$ cat src/rtl/hash_lookup.sv
`default_nettype none
// +----------------------------------------------------------------------------+
// | Module      : hash_lookup                                                  |
// | Description : Read side of an open-addressed hash table. Linear-probes      |
// |               from home slot num % TABLE_SIZE and reports hit/miss.         |
// |               Optional hit/miss counters: define HASH_LOOKUP_STATS_EN.      |
// | Revision    : 1.0 - initial release                                        |
// +----------------------------------------------------------------------------+
module hash_lookup #(
    parameter int NUM_SIZE   = 10,
    parameter int TABLE_SIZE = 10,
    parameter int INDEX_BITS = 4
`ifdef HASH_LOOKUP_STATS_EN
    ,
    parameter int CNT_W      = 16
`endif
) (
    input  logic                  clk,
    input  logic                  rst,
    input  logic [1:0]            mode,
    input  logic [NUM_SIZE-1:0]   num,
    output logic                  tbl_rd_en,
    output logic [INDEX_BITS-1:0] tbl_rd_addr,
    input  logic [NUM_SIZE-1:0]   tbl_rd_data,
    input  logic                  tbl_rd_occ,
    output logic                  busy,
    output logic                  cmplt,
    output logic                  found,
    output logic [INDEX_BITS-1:0] found_idx
`ifdef HASH_LOOKUP_STATS_EN
    ,
    output logic [CNT_W-1:0]      hit_cnt,
    output logic [CNT_W-1:0]      miss_cnt
`endif
);

    localparam logic [1:0]            c_MODE_LOOKUP  = 2'b10;
    localparam logic [NUM_SIZE-1:0]   c_TABLE_SIZE_N = NUM_SIZE'(TABLE_SIZE);
    localparam logic [INDEX_BITS-1:0] c_LAST_IDX     = INDEX_BITS'(TABLE_SIZE - 1);

    typedef enum logic [1:0] {
        S_IDLE = 2'd0,
        S_READ = 2'd1,
        S_CMP  = 2'd2,
        S_DONE = 2'd3
    } state_t;

    state_t                r_state, w_state_nxt;
    logic [NUM_SIZE-1:0]   r_key, w_key;
    logic [INDEX_BITS-1:0] r_idx, w_idx;
    logic [INDEX_BITS-1:0] r_home, w_home;
    logic [INDEX_BITS-1:0] r_probe, w_probe;
    logic                  r_found, w_found;
    logic [INDEX_BITS-1:0] r_found_idx, w_found_idx;
    logic                  r_rd_en;
    logic [INDEX_BITS-1:0] r_rd_addr;
    logic                  r_busy;
    logic                  r_cmplt;
    logic [INDEX_BITS-1:0] w_home_calc;

    assign w_home_calc = INDEX_BITS'(num % c_TABLE_SIZE_N);

    always_comb begin
        w_state_nxt = r_state;
        w_key       = r_key;
        w_idx       = r_idx;
        w_home      = r_home;
        w_probe     = r_probe;
        w_found     = r_found;
        w_found_idx = r_found_idx;
        case (r_state)
            S_IDLE: begin
                if (mode == c_MODE_LOOKUP) begin
                    w_key       = num;
                    w_idx       = w_home_calc;
                    w_home      = w_home_calc;
                    w_probe     = '0;
                    w_found     = 1'b0;
                    w_found_idx = '0;
                    w_state_nxt = S_READ;
                end
            end
            S_READ: w_state_nxt = S_CMP;
            S_CMP: begin
                if (!tbl_rd_occ) begin
                    w_found_idx = r_idx;
                    w_state_nxt = S_DONE;
                end else if (tbl_rd_data == r_key) begin
                    w_found     = 1'b1;
                    w_found_idx = r_idx;
                    w_state_nxt = S_DONE;
                end else if (r_probe == c_LAST_IDX) begin
                    // Every slot visited without a match: report the home slot.
                    w_found_idx = r_home;
                    w_state_nxt = S_DONE;
                end else begin
                    w_idx       = (r_idx == c_LAST_IDX) ? '0 : r_idx + 1'b1;
                    w_probe     = r_probe + 1'b1;
                    w_state_nxt = S_READ;
                end
            end
            S_DONE:  w_state_nxt = S_IDLE;
            default: w_state_nxt = S_IDLE;
        endcase
    end

    // Strobe/address/status outputs are registered from the next state.
    always_ff @(posedge clk or negedge rst) begin
        if (!rst) begin
            r_state     <= S_IDLE;
            r_key       <= '0;
            r_idx       <= '0;
            r_home      <= '0;
            r_probe     <= '0;
            r_found     <= 1'b0;
            r_found_idx <= '0;
            r_rd_en     <= 1'b0;
            r_rd_addr   <= '0;
            r_busy      <= 1'b0;
            r_cmplt     <= 1'b0;
        end else begin
            r_state     <= w_state_nxt;
            r_key       <= w_key;
            r_idx       <= w_idx;
            r_home      <= w_home;
            r_probe     <= w_probe;
            r_found     <= w_found;
            r_found_idx <= w_found_idx;
            r_rd_en     <= (w_state_nxt == S_READ);
            r_rd_addr   <= (w_state_nxt == S_READ) ? w_idx : '0;
            r_busy      <= (w_state_nxt != S_IDLE);
            r_cmplt     <= (w_state_nxt == S_DONE);
        end
    end

    assign tbl_rd_en   = r_rd_en;
    assign tbl_rd_addr = r_rd_addr;
    assign busy        = r_busy;
    assign cmplt       = r_cmplt;
    assign found       = r_found;
    assign found_idx   = r_found_idx;

`ifdef HASH_LOOKUP_STATS_EN
    logic [CNT_W-1:0] r_hit_cnt;
    logic [CNT_W-1:0] r_miss_cnt;

    always_ff @(posedge clk or negedge rst) begin
        if (!rst) begin
            r_hit_cnt  <= '0;
            r_miss_cnt <= '0;
        end else if (r_state == S_DONE) begin
            if (r_found) begin
                if (r_hit_cnt != '1) r_hit_cnt <= r_hit_cnt + 1'b1;
            end else begin
                if (r_miss_cnt != '1) r_miss_cnt <= r_miss_cnt + 1'b1;
            end
        end
    end

    assign hit_cnt  = r_hit_cnt;
    assign miss_cnt = r_miss_cnt;
`endif

endmodule
`default_nettype wire
$ cat config.mk
export PLATFORM = sky130hd
export DESIGN_NAME = hash_lookup
export DESIGN_NICKNAME = d
export VERILOG_FILES = /design/src/rtl/hash_lookup.sv
export SDC_FILE = /design/constraint.sdc
export NUM_CORES = 1
export LEC_CHECK = 0
export ABC_AREA = 1
export BUFFER_PORTS_ARGS = -buffer_cell sky130_fd_sc_hd__buf_2
export CAP_MARGIN = 10
export CORE_MARGIN = 4
export CORE_UTILIZATION = 57
export CTS_CLUSTER_DIAMETER = 150
export DETAILED_ROUTE_END_ITERATION = 8
export PLACE_DENSITY = 0.78
export SLEW_MARGIN = 25
export SYNTH_ARGS = -nofsm -noshare
export SYNTH_HDL_FRONTEND = slang
export SYNTH_SLANG_ARGS = --single-unit
$ cat constraint.sdc
create_clock -name clk -period 2.6 [get_ports clk]
set_clock_uncertainty 0.1 [all_clocks]
set_input_delay 0.26 -clock clk [delete_from_list [all_inputs] [get_ports clk]]
set_output_delay 0.26 -clock clk [all_outputs]
set_load 0.01 [all_outputs]
==> results of run 1 <==
==> cell usage after synthesis, drive strengths merged <==
cell type	number
clkinv	1
nand2	107
o21ai	26
nor4	1
o21a	2
a21oi	6
o2111ai	1
nand3	41
or2	5
nor2	18
nor3	1
a211oi	3
ha	5
nand4	9
o31ai	4
clkbuf	3
inv	49
xor2	2
o21bai	1
o22ai	2
xnor2	1
o211ai	2
a221oi	1
dfrtp	35
==> metrics by stage <==
step	setup TNS (ns)	power (mW)	hold slack, ns	instances
CTS	-0.5383	2.653	0.1277	454
global route	-3.291	3.048	0.1377	453
detailed placement	-4.519	2.169	0.2709	433
floorplan	-0.3041	1.759	-0.1356	326
global placement	-3.340	2.119	0.2651	433
finish	-1.496	2.818	0.1308	453
==> placed cells by master (no fill, tap or decap), drive strengths merged, types with 2 or more instances in the layout <==
cell type	instances
dfrtp	35
ha	5
buf	71
o21ai	26
nand4	9
clkinv	2
o211ai	2
nor2	18
a211oi	3
o21a	2
nand3	41
clkbuf	6
or2	5
o22ai	2
o31ai	4
nand2	107
xor2	2
a21oi	6
inv	49
==> cell type report <==
type	count	area, um^2
tap	50	62.56
clock inverter	2	12.51
fill	275	740.7
timing repair buffer	72	491.7
clock buffer	6	72.57
inverter	50	217.7
multi-input combinational	238	1526
sequential	35	875.8
==> layer usage <==
layer | track usage [%] | share of wire [%] | vias to the layer above
li1 | - | - | 1218
met1 | 30.27 | 42 | 1132
met2 | 39.43 | 50 | 82
met3 | 4.848 | 5.5 | 21
met4 | 9.836 | 3.2 | 0
met5 | 0 | 0 | -
==> power breakdown <==
group / internal [mW] / switching, mW / total [mW]
Sequential: 0.780 / 0.168 / 0.948
Clock: 0.187 / 0.198 / 0.385
Combinational: 0.607 / 0.879 / 1.49
Total: 1.57 / 1.24 / 2.82
==> state kept, by name, summed over array words and instances, names as in the netlist <==
register     flops
r_state          2
tbl_rd_addr      4
found            1
busy             1
cmplt            1
tbl_rd_en        1
r_home           3
r_probe          4
r_key           10
r_idx            4
found_idx        4
==> timing repair <==
action                     in CTS  in global routing
setup buffers                  12                  3
hold endpoints to repair       35                  0
resized for setup              21                 43
setup endpoints to repair       9                 10
hold buffers                    1                  0
pin swaps                      20                 22
==> logic make-up (layout without fill, tap and decap cells) <==
family / after synthesis / count (layout) / share of synthesized area (%)
AND/OR/NAND/NOR: 182 / 182 / 37.83
buffers and inverters: 53 / 130 / 8.518
flip-flops: 35 / 35 / 37.04
AO/OA/AOI/OAI: 48 / 48 / 12.86
adder cells (fa/ha/maj): 5 / 5 / 2.646
XOR/XNOR: 3 / 3 / 1.111
==> worst max-delay path: cells and delay by family <==
family | cells | cell delay (ns)
AO/OA/AOI/OAI | 1 | 0.14
AND/OR/NAND/NOR | 24 | 1.88
buffers and inverters | 6 | 0.40
adder cells (fa/ha/maj) | 1 | 0.25
==> path summary, 6_finish.rpt <==
check | to | cells after the start | from | slack, ns
setup / recovery | r_idx[2]$_DFF_PN0_ | 32 | num[7] | -0.24
setup reg to reg | r_probe[3]$_DFFE_PN0P_ | 13 | r_key[9]$_DFFE_PN0P_ | 0.29
min in group asynchronous | tbl_rd_en$_DFF_PN0_ | 2 | rst | 0.47
hold / removal | r_key[0]$_DFFE_PN0P_ | 3 | num[0] | 0.13
max in group asynchronous | r_home[3]$_DFFE_PN0P_ | 2 | rst | 1.44
hold reg to reg | found$_DFFE_PN0P_ | 2 | found$_DFFE_PN0P_ | 0.38
==> impl_results.md, run 1 <==
- Status: finished with violations
- Failing checks: negative setup slack
- WL per Instance: 13.95 um
- Worst endpoint data arrival time: approximately 2.9 ns
- Final worst slack: -0.2418 ns
- Row cnt: 23
- Initial Util: roughly three fifths
- Slew @ Worst Pin: roughly 0.75 ns
- Post-route ant nets: 0
- Largest net degree at the start of global routing: 36
- CTS Sinks: 35
- Period utilization: 109.3%
- GRT overflow: 0
- Initial DRC count: just under 200
- Number of global-route vias before repair: 2,338
- Worst vdd ir: 0.0005316 V
- Root Driver: clkbuf_8
- Crit. End Element: flop
- Final Max Slew Viols: 0
- Area Growth Syn to Fin: 37.83%
- Final WL: 6.318 mm
- Syn nets: between 300 and 400
- Nets: 432
- IO Port Bufs: 36
- Top Ports: 37
- Die ar.: 5243 um^2
- Pre-CTS setup slack: -0.6154 ns
- Synth top area share: a little under two fifths
- Synth area leaders: dfrtp_1 (37%), nand2_1 (14%), nand3_1 (7.6%), inv_1 (6.7%), o21ai_0 (4.7%)
- Data required, critical path: 2.68 ns
- Clk pin slew, worst setup/hold paths: approximately 0.070 ns
- Placeable core region: about 4000 um^2
- Fraction of layout instances using a drive strength above 1: 39.70%
- Min-Delay Path Class: input pin to flop
- Longest Clk Path Bufs: 2
- Yosys Warn Count: 0
- Max H-tree Level: 2
- Die W: 72.41 um
- Final setup viols: 9
- RSZ-0062 raised after global routing: true
- Final core utilization: about four fifths
- Post-DR vias/cell: about 5.4
- 1st-pass router iterations: 4
- Slowest cell on crit path: ha_4
- Post-route design area: 3259 um^2
- RD Place Congestion: between 0.9 and 1
- Period minus WS final: 2.842 ns
- Initial antenna violation count: 0
- DRC: 0
- Hold Violations, Final: 0
- Synth Cell Area: roughly 2400 um^2
- Rel. slew slack: approximately half
- Via count: 2,453
- Final HPWL DP: roughly 4.3 mm
- Flops & latches, synth: 35
- CP Class: input pin to flop
- Clock latency on the worst-skew pair: just under 0.3 ns
- TritonCTS clock tree: yes
- CP Launch Type: input pin
- Leading area contributor after synthesis: dfrtp_1
- CTS buffer count: 5
- Most used cell along the critical path: nand2_2
- Gr usage total: a little under a quarter
- Post-synthesis sequential area ratio: between 30% and 40%
- # diodes: 0
- PD cells: around 860 nW/um^2
- Mapped Avg Cell Area: around 7.3 um^2
- Max-cap violations: 0
- CP Max Fanout: 5
- Post-synth cell types: 37
- Syn Inst Count: 326
- Achievable frequency: between 300 and 400 MHz
- CP max stage delay: between 0.2 and 0.3 ns
- Vert. Die Dim: ~72 um
- Cell Area, Placed: about 2800 um^2
- First-pass GRT wire length: 9.970 mm
- Leakage power: 1.734 nW
(Power assumes the default switching activity.)
==> run 2: changes to the inputs <==
--- a/config.mk
+++ b/config.mk
@@ -6,6 +6,7 @@
 export NUM_CORES = 1
 export LEC_CHECK = 0
 export ABC_AREA = 1
+export ABC_CLOCK_PERIOD_IN_PS = 3010
 export BUFFER_PORTS_ARGS = -buffer_cell sky130_fd_sc_hd__buf_2
 export CAP_MARGIN = 10
 export CORE_MARGIN = 4
==> constraint.sdc (replaced) <==
create_clock -name clk -period 3.01 [get_ports clk]
set_clock_uncertainty 0.1 [all_clocks]
set_input_delay 0.301 -clock clk [delete_from_list [all_inputs] [get_ports clk]]
set_output_delay 0.301 -clock clk [all_outputs]
set_load 0.01 [all_outputs]
==> impl_results.md, run 2 (same netlist as run 1, synthesis figures left out) <==
- Final HPWL DP: ~4.0 mm
- CP Max Fanout: 4
- Post-DR vias/cell: around 5.4
- Nets: 418
- CTS buffer count: 5
- Worst vdd ir: approximately 0.00040 V
- Hold WS: -0.01432 ns
- PD cells: roughly 760 nW/um^2
- Worst endpoint data arrival time: ~3.0 ns
- Initial antenna violation count: 0
- Area Growth Syn to Fin: 28.15%
- RD Place Congestion: ~0.91
- Gr usage total: between 20% and 30%
- CP Launch Type: input pin
- Initial DRC count: 203
- Die ar.: 5243 um^2
- IO Port Bufs: 36
- Reg power frac: 35.3%
- Max reg flops: 10
- Sw power: 0.9955 mW
- CP top delay family: simple AND/OR/NAND/NOR gates
- # diodes: 0
- Fraction of layout instances using a drive strength above 1: between 30 and 40%
- 1st-pass router iterations: 4
- Row cnt: 23
- Achievable frequency: 343.5 MHz
- Commonest non-fill, non-tap cell in the layout: nand2_1
- Period minus WS final: approximately 2.9 ns
- Final Max Slew Viols: 0
- Max H-tree Level: 2
- Buf+Inv Stages, Crit Path: 9
- Sw frac: a little over two fifths
- Rel. slew slack: between 40% and 50%
- Largest reg by FF count: r_key
- Failing checks: negative hold slack
- Clk pin slew, worst setup/hold paths: roughly 0.070 ns
- Top Ports: 37
- Clk network pwr share: between 10% and 20%
- Root Driver: clkbuf_8
- Leakage power: about 1.6 nW
- GRT overflow: 0
- Final core utilization: 75.76%
- Vert. Die Dim: around 72 um
- CTS Sinks: 35
- Combinational power share: about half
- Status: finished with violations
- Crit. End Element: flop
- Internal power: ~1.3 mW
- Most frequent cells in the layout: nand2_1 (76), inv_1 (41), dfrtp_1 (35)
- Slowest cell on crit path: buf_4
- Final setup viols: 0
- CP max stage delay: 0.14 ns
- Most used cell along the critical path: nand2_2
- Data required, critical path: about 3.1 ns
- Initial Util: 59.12%
- DRC: 0
- Filler instances: between 300 and 400
- Hold-fix buffers, CTS: 0
- First-pass GRT wire length: roughly 8.5 mm
- Longest Clk Path Bufs: 2
- Clock latency on the worst-skew pair: 0.29 ns
- Hold Violations, Final: 17
- TritonCTS clock tree: yes
- WL per Instance: ~13 um
- Post-route ant nets: 0
- Placeable core region: 4000 um^2
- Slew @ Worst Pin: 0.7841 ns
- Largest net degree at the start of global routing: 36
- CP Class: input pin to flop
- Via count: 2,370
- Period utilization: 96.73%
- Max-cap violations: 0
- Final WL: 5.882 mm
- Final Power: around 2.3 mW
- Number of global-route vias before repair: about 2,000
- Min-Delay Path Class: input pin to asynchronous set/reset pin
- Die W: a little over 70 um
[run 2: per-layer routing]
metal	up-vias	part of all wire, %	GRT usage [%]
li1	1193	-	-
met1	1085	43	27.99
met2	82	50	33.27
met3	10	5.8	4.155
met4	0	1.5	6.557
met5	-	0	0
[run 2: worst reg2reg max path: cells and delay by family (launching register included)]
kind,cells,cell delay (ns)
flip-flops,1,0.40
AND/OR/NAND/NOR,6,0.82
AO/OA/AOI/OAI,4,0.80
buffers and inverters,3,0.44
[run 2: repair_timing]
item,4_1_cts,5_1_grt
resized for setup,0,47
endpoints found under the hold margin,0,0
setup endpoints to repair,0,5
buffers inserted,0,11
[run 2: area by class of cell]
cell class                      instances  area [um^2]  share of cell area, %
Clock buffer                            6        82.58                  2.725
Clock inverter                          1        5.005                 0.1652
Inverter                               50        192.7                  6.358
Multi-Input combinational cell        238         1451                  47.89
Sequential cell                        35        875.8                  28.90
Tap cell                               50        62.56                  2.064
Timing Repair Buffer                   58        360.3                  11.89
[run 2: worst paths after layout]
path,depth (start not counted),to,slack [ns],start
setup / recovery,34,tbl_rd_addr[3]$_DFF_PN0_,0.1,num[9]
setup reg to reg,13,r_probe[3]$_DFFE_PN0P_,0.42,r_key[9]$_DFFE_PN0P_
max in group asynchronous,1,r_key[9]$_DFFE_PN0P_,2.32,rst
hold reg to reg,2,r_home[1]$_DFFE_PN0P_,0.39,r_home[1]$_DFFE_PN0P_
min in group clk,3,r_key[0]$_DFFE_PN0P_,0.16,num[0]
hold / removal,1,r_probe[0]$_DFFE_PN0P_,-0.01,rst
[run 2: power by group through the flow]
stage | combinational [mW] | clock, mW | sequential [mW]
2_1_floorplan | 0.690 | 0 | 0.821
3_3_place_gp | 0.973 | 0 | 0.814
3_5_place_dp | 1.00 | 0 | 0.822
4_1_cts | 1.01 | 0.351 | 0.814
5_1_grt | 1.29 | 0.369 | 0.844
6_report | 1.15 | 0.346 | 0.817
[run 2: per-stage QoR]
stage	area [um^2]	std cells	hold slack [ns]	setup TNS [ns]	setup WS, ns
after global placement	2679	420	0.3119	-0.01897	-0.009826
final	3030	438	-0.01432	0	0.09846
after floorplan	2365	326	-0.09459	0	0.2471
after global routing	3030	438	0.05221	-0.4006	-0.08740
after detailed placement	2679	420	0.3214	-0.3589	-0.1025
after CTS	2766	427	0.009212	0	0.1941
==> run 3: changes to the inputs <==
--- a/config.mk
+++ b/config.mk
@@ -6,14 +6,14 @@
 export NUM_CORES = 1
 export LEC_CHECK = 0
 export ABC_AREA = 1
-export ABC_CLOCK_PERIOD_IN_PS = 3010
+export ABC_CLOCK_PERIOD_IN_PS = 3410
 export BUFFER_PORTS_ARGS = -buffer_cell sky130_fd_sc_hd__buf_2
 export CAP_MARGIN = 10
 export CORE_MARGIN = 4
-export CORE_UTILIZATION = 57
+export CORE_UTILIZATION = 60
 export CTS_CLUSTER_DIAMETER = 150
 export DETAILED_ROUTE_END_ITERATION = 8
-export PLACE_DENSITY = 0.78
+export PLACE_DENSITY = 0.82
 export SLEW_MARGIN = 25
 export SYNTH_ARGS = -nofsm -noshare
 export SYNTH_HDL_FRONTEND = slang
==> constraint.sdc (replaced) <==
create_clock -name clk -period 3.41 [get_ports clk]
set_clock_uncertainty 0.1 [all_clocks]
set_input_delay 0.341 -clock clk [delete_from_list [all_inputs] [get_ports clk]]
set_output_delay 0.341 -clock clk [all_outputs]
set_load 0.01 [all_outputs]
==> impl_results.md, run 3 (same netlist as run 1, synthesis figures left out) <==
- Status: finished, final reports clean
- Final Max Slew Viols: 0
- Period utilization: a little under nine tenths
- CP max stage delay: around 0.26 ns
- Largest reg by FF count: r_key
- Via count: 2,211
- Clock latency on the worst-skew pair: 0.28 ns
- Top Ports: 37
- Die ar.: 5010 um^2
- Max reg flops: 10
- Crit. End Element: flop
- CP Max Fanout: 6
- Commonest non-fill, non-tap cell in the layout: nand2_1
- Initial antenna violation count: 0
- Achievable frequency: about 340 MHz
- Reg2reg setup slack: around 0.61 ns
- Largest net degree at the start of global routing: 36
- Longest Clk Path Bufs: 2
- Final Power: around 1.9 mW
- Final HPWL DP: 3.981 mm
- RD Place Congestion: slightly below 0.9
- Final setup viols: 0
- Post-DR vias/cell: between 5 and 6
- Final worst slack: 0.4670 ns
- Worst R2R Path Depth: 15
- Rel. slew slack: approximately 50%
- Period minus WS final: a little under 3 ns
- Placeable core region: around 3700 um^2
- # diodes: 0
- Clk pin slew, worst setup/hold paths: 0.07 ns
- RSZ-0062 raised after global routing: false
- Max-cap violations: 0
- Setup TNS Final: 0 ns
- DRC: 0
- CP Launch Type: input pin
- Slew @ Worst Pin: roughly 0.77 ns
- Area Growth Syn to Fin: 14.02%
- Pre-CTS setup slack: about 0.16 ns
- PD cells: roughly 700 nW/um^2
- Most frequent cells in the layout: nand2_1 (90), inv_1 (42), nand3_1 (36), buf_2 (36), dfrtp_1 (35)
- Fraction of layout instances using a drive strength above 1: around 23%
- CP Class: input pin to flop
- Final core utilization: roughly 70%
- IO Port Bufs: 36
- Data required, critical path: ~3.5 ns
- Initial DRC count: 149
- Initial Util: a little over three fifths
- Worst endpoint data arrival time: 3.01 ns
- Hold Violations, Final: 0
- CTS buffer count: 5
- Gr usage total: roughly a fifth
- Resized Gates After CTS: 0
- Number of global-route vias before repair: 2,086
- Vert. Die Dim: just over 70 um
- Slowest cell on crit path: ha_1
- GRT overflow: 0
- Min-Delay Path Class: input pin to asynchronous set/reset pin
- Max H-tree Level: 2
- Final WL: slightly above 5 mm
- Reg2reg end: r_probe[3]$_DFFE_PN0P_
- Die W: between 70 and 80 um
- Worst vdd ir: ~0.00034 V
- RR Startpoint: r_key[6]$_DFFE_PN0P_
- TritonCTS clock tree: yes
- 1st-pass router iterations: 4
- Nets: approximately 400
- Root Driver: clkbuf_8
- Row cnt: 22
- Setup bufs post-CTS: 0
- Most used cell along the critical path: nand2_1
- Post-route ant nets: 0
- WL per Instance: between 10 and 15 um
- First-pass GRT wire length: 8.735 mm
- CTS Sinks: 35
- Leakage power: roughly 1.5 nW
- Hold-fix buffers, CTS: 0
[run 3: cell count changes in the layout (fill, tap and decap cells not counted), sizes merged]
cell / change
clkinv: +1
inv: -1
buf: -20
[run 3: critical path, delay by kind of cell]
| family | cells | cell delay, ns |
|---|---|---|
| buffers and inverters | 6 | 0.49 |
| adders and majority gates | 1 | 0.26 |
| AOI/OAI and AO/OA | 1 | 0.15 |
| and+or+nand+nor | 22 | 1.78 |
[run 3: area by class of cell]
| cell class | instances | area, um^2 |
|---|---|---|
| clock inverter | 1 | 5.005 |
| sequential | 35 | 875.8 |
| inverter | 50 | 190.2 |
| tap | 48 | 60.06 |
| clock buffer | 6 | 82.58 |
| timing repair buffer | 38 | 195.2 |
| multi-input combinational | 238 | 1287 |
| fill | 343 | 1047 |
[run 3: through the flow]
step	cells	instance area, um^2	hold WS (ns)
floorplan	326	2365	-0.05459
global placement	409	2609	0.3519
detailed placement	409	2609	0.3499
CTS	416	2696	0.05034
global route	416	2696	0.09418
finish	416	2696	0.03132
[run 3: routing by layer]
layer / share of wire (%) / vias up / track usage, %
met5: 0 / - / 0
li1: - / 1145 / -
met2: 47 / 50 / 34.81
met4: 2.1 / 0 / 7.933
met3: 4.4 / 10 / 3.693
met1: 46 / 1006 / 28.02
[run 3: how the worst max path moves through the flow]
stage / start / end / slack [ns] / cells past startpoint
final: num[9] / tbl_rd_addr[2]$_DFF_PN0_ / 0.47 / 30
after global routing: num[9] / tbl_rd_addr[2]$_DFF_PN0_ / 0.14 / 30
after global placement: num[9] / tbl_rd_addr[2]$_DFF_PN0_ / 0.25 / 30
after CTS: num[9] / tbl_rd_addr[2]$_DFF_PN0_ / 0.45 / 30
after floorplan: num[9] / tbl_rd_addr[2]$_DFF_PN0_ / 0.61 / 29
after detailed placement: num[9] / tbl_rd_addr[2]$_DFF_PN0_ / 0.16 / 30
[run 3: power breakdown]
part / total, mW / internal, mW / switching [mW] / leakage (nW)
logic: 0.851 / 0.319 / 0.532 / 1.02
registers: 0.720 / 0.595 / 0.126 / 0.447
clock network: 0.300 / 0.158 / 0.142 / 0.0470
total: 1.87 / 1.07 / 0.799 / 1.52
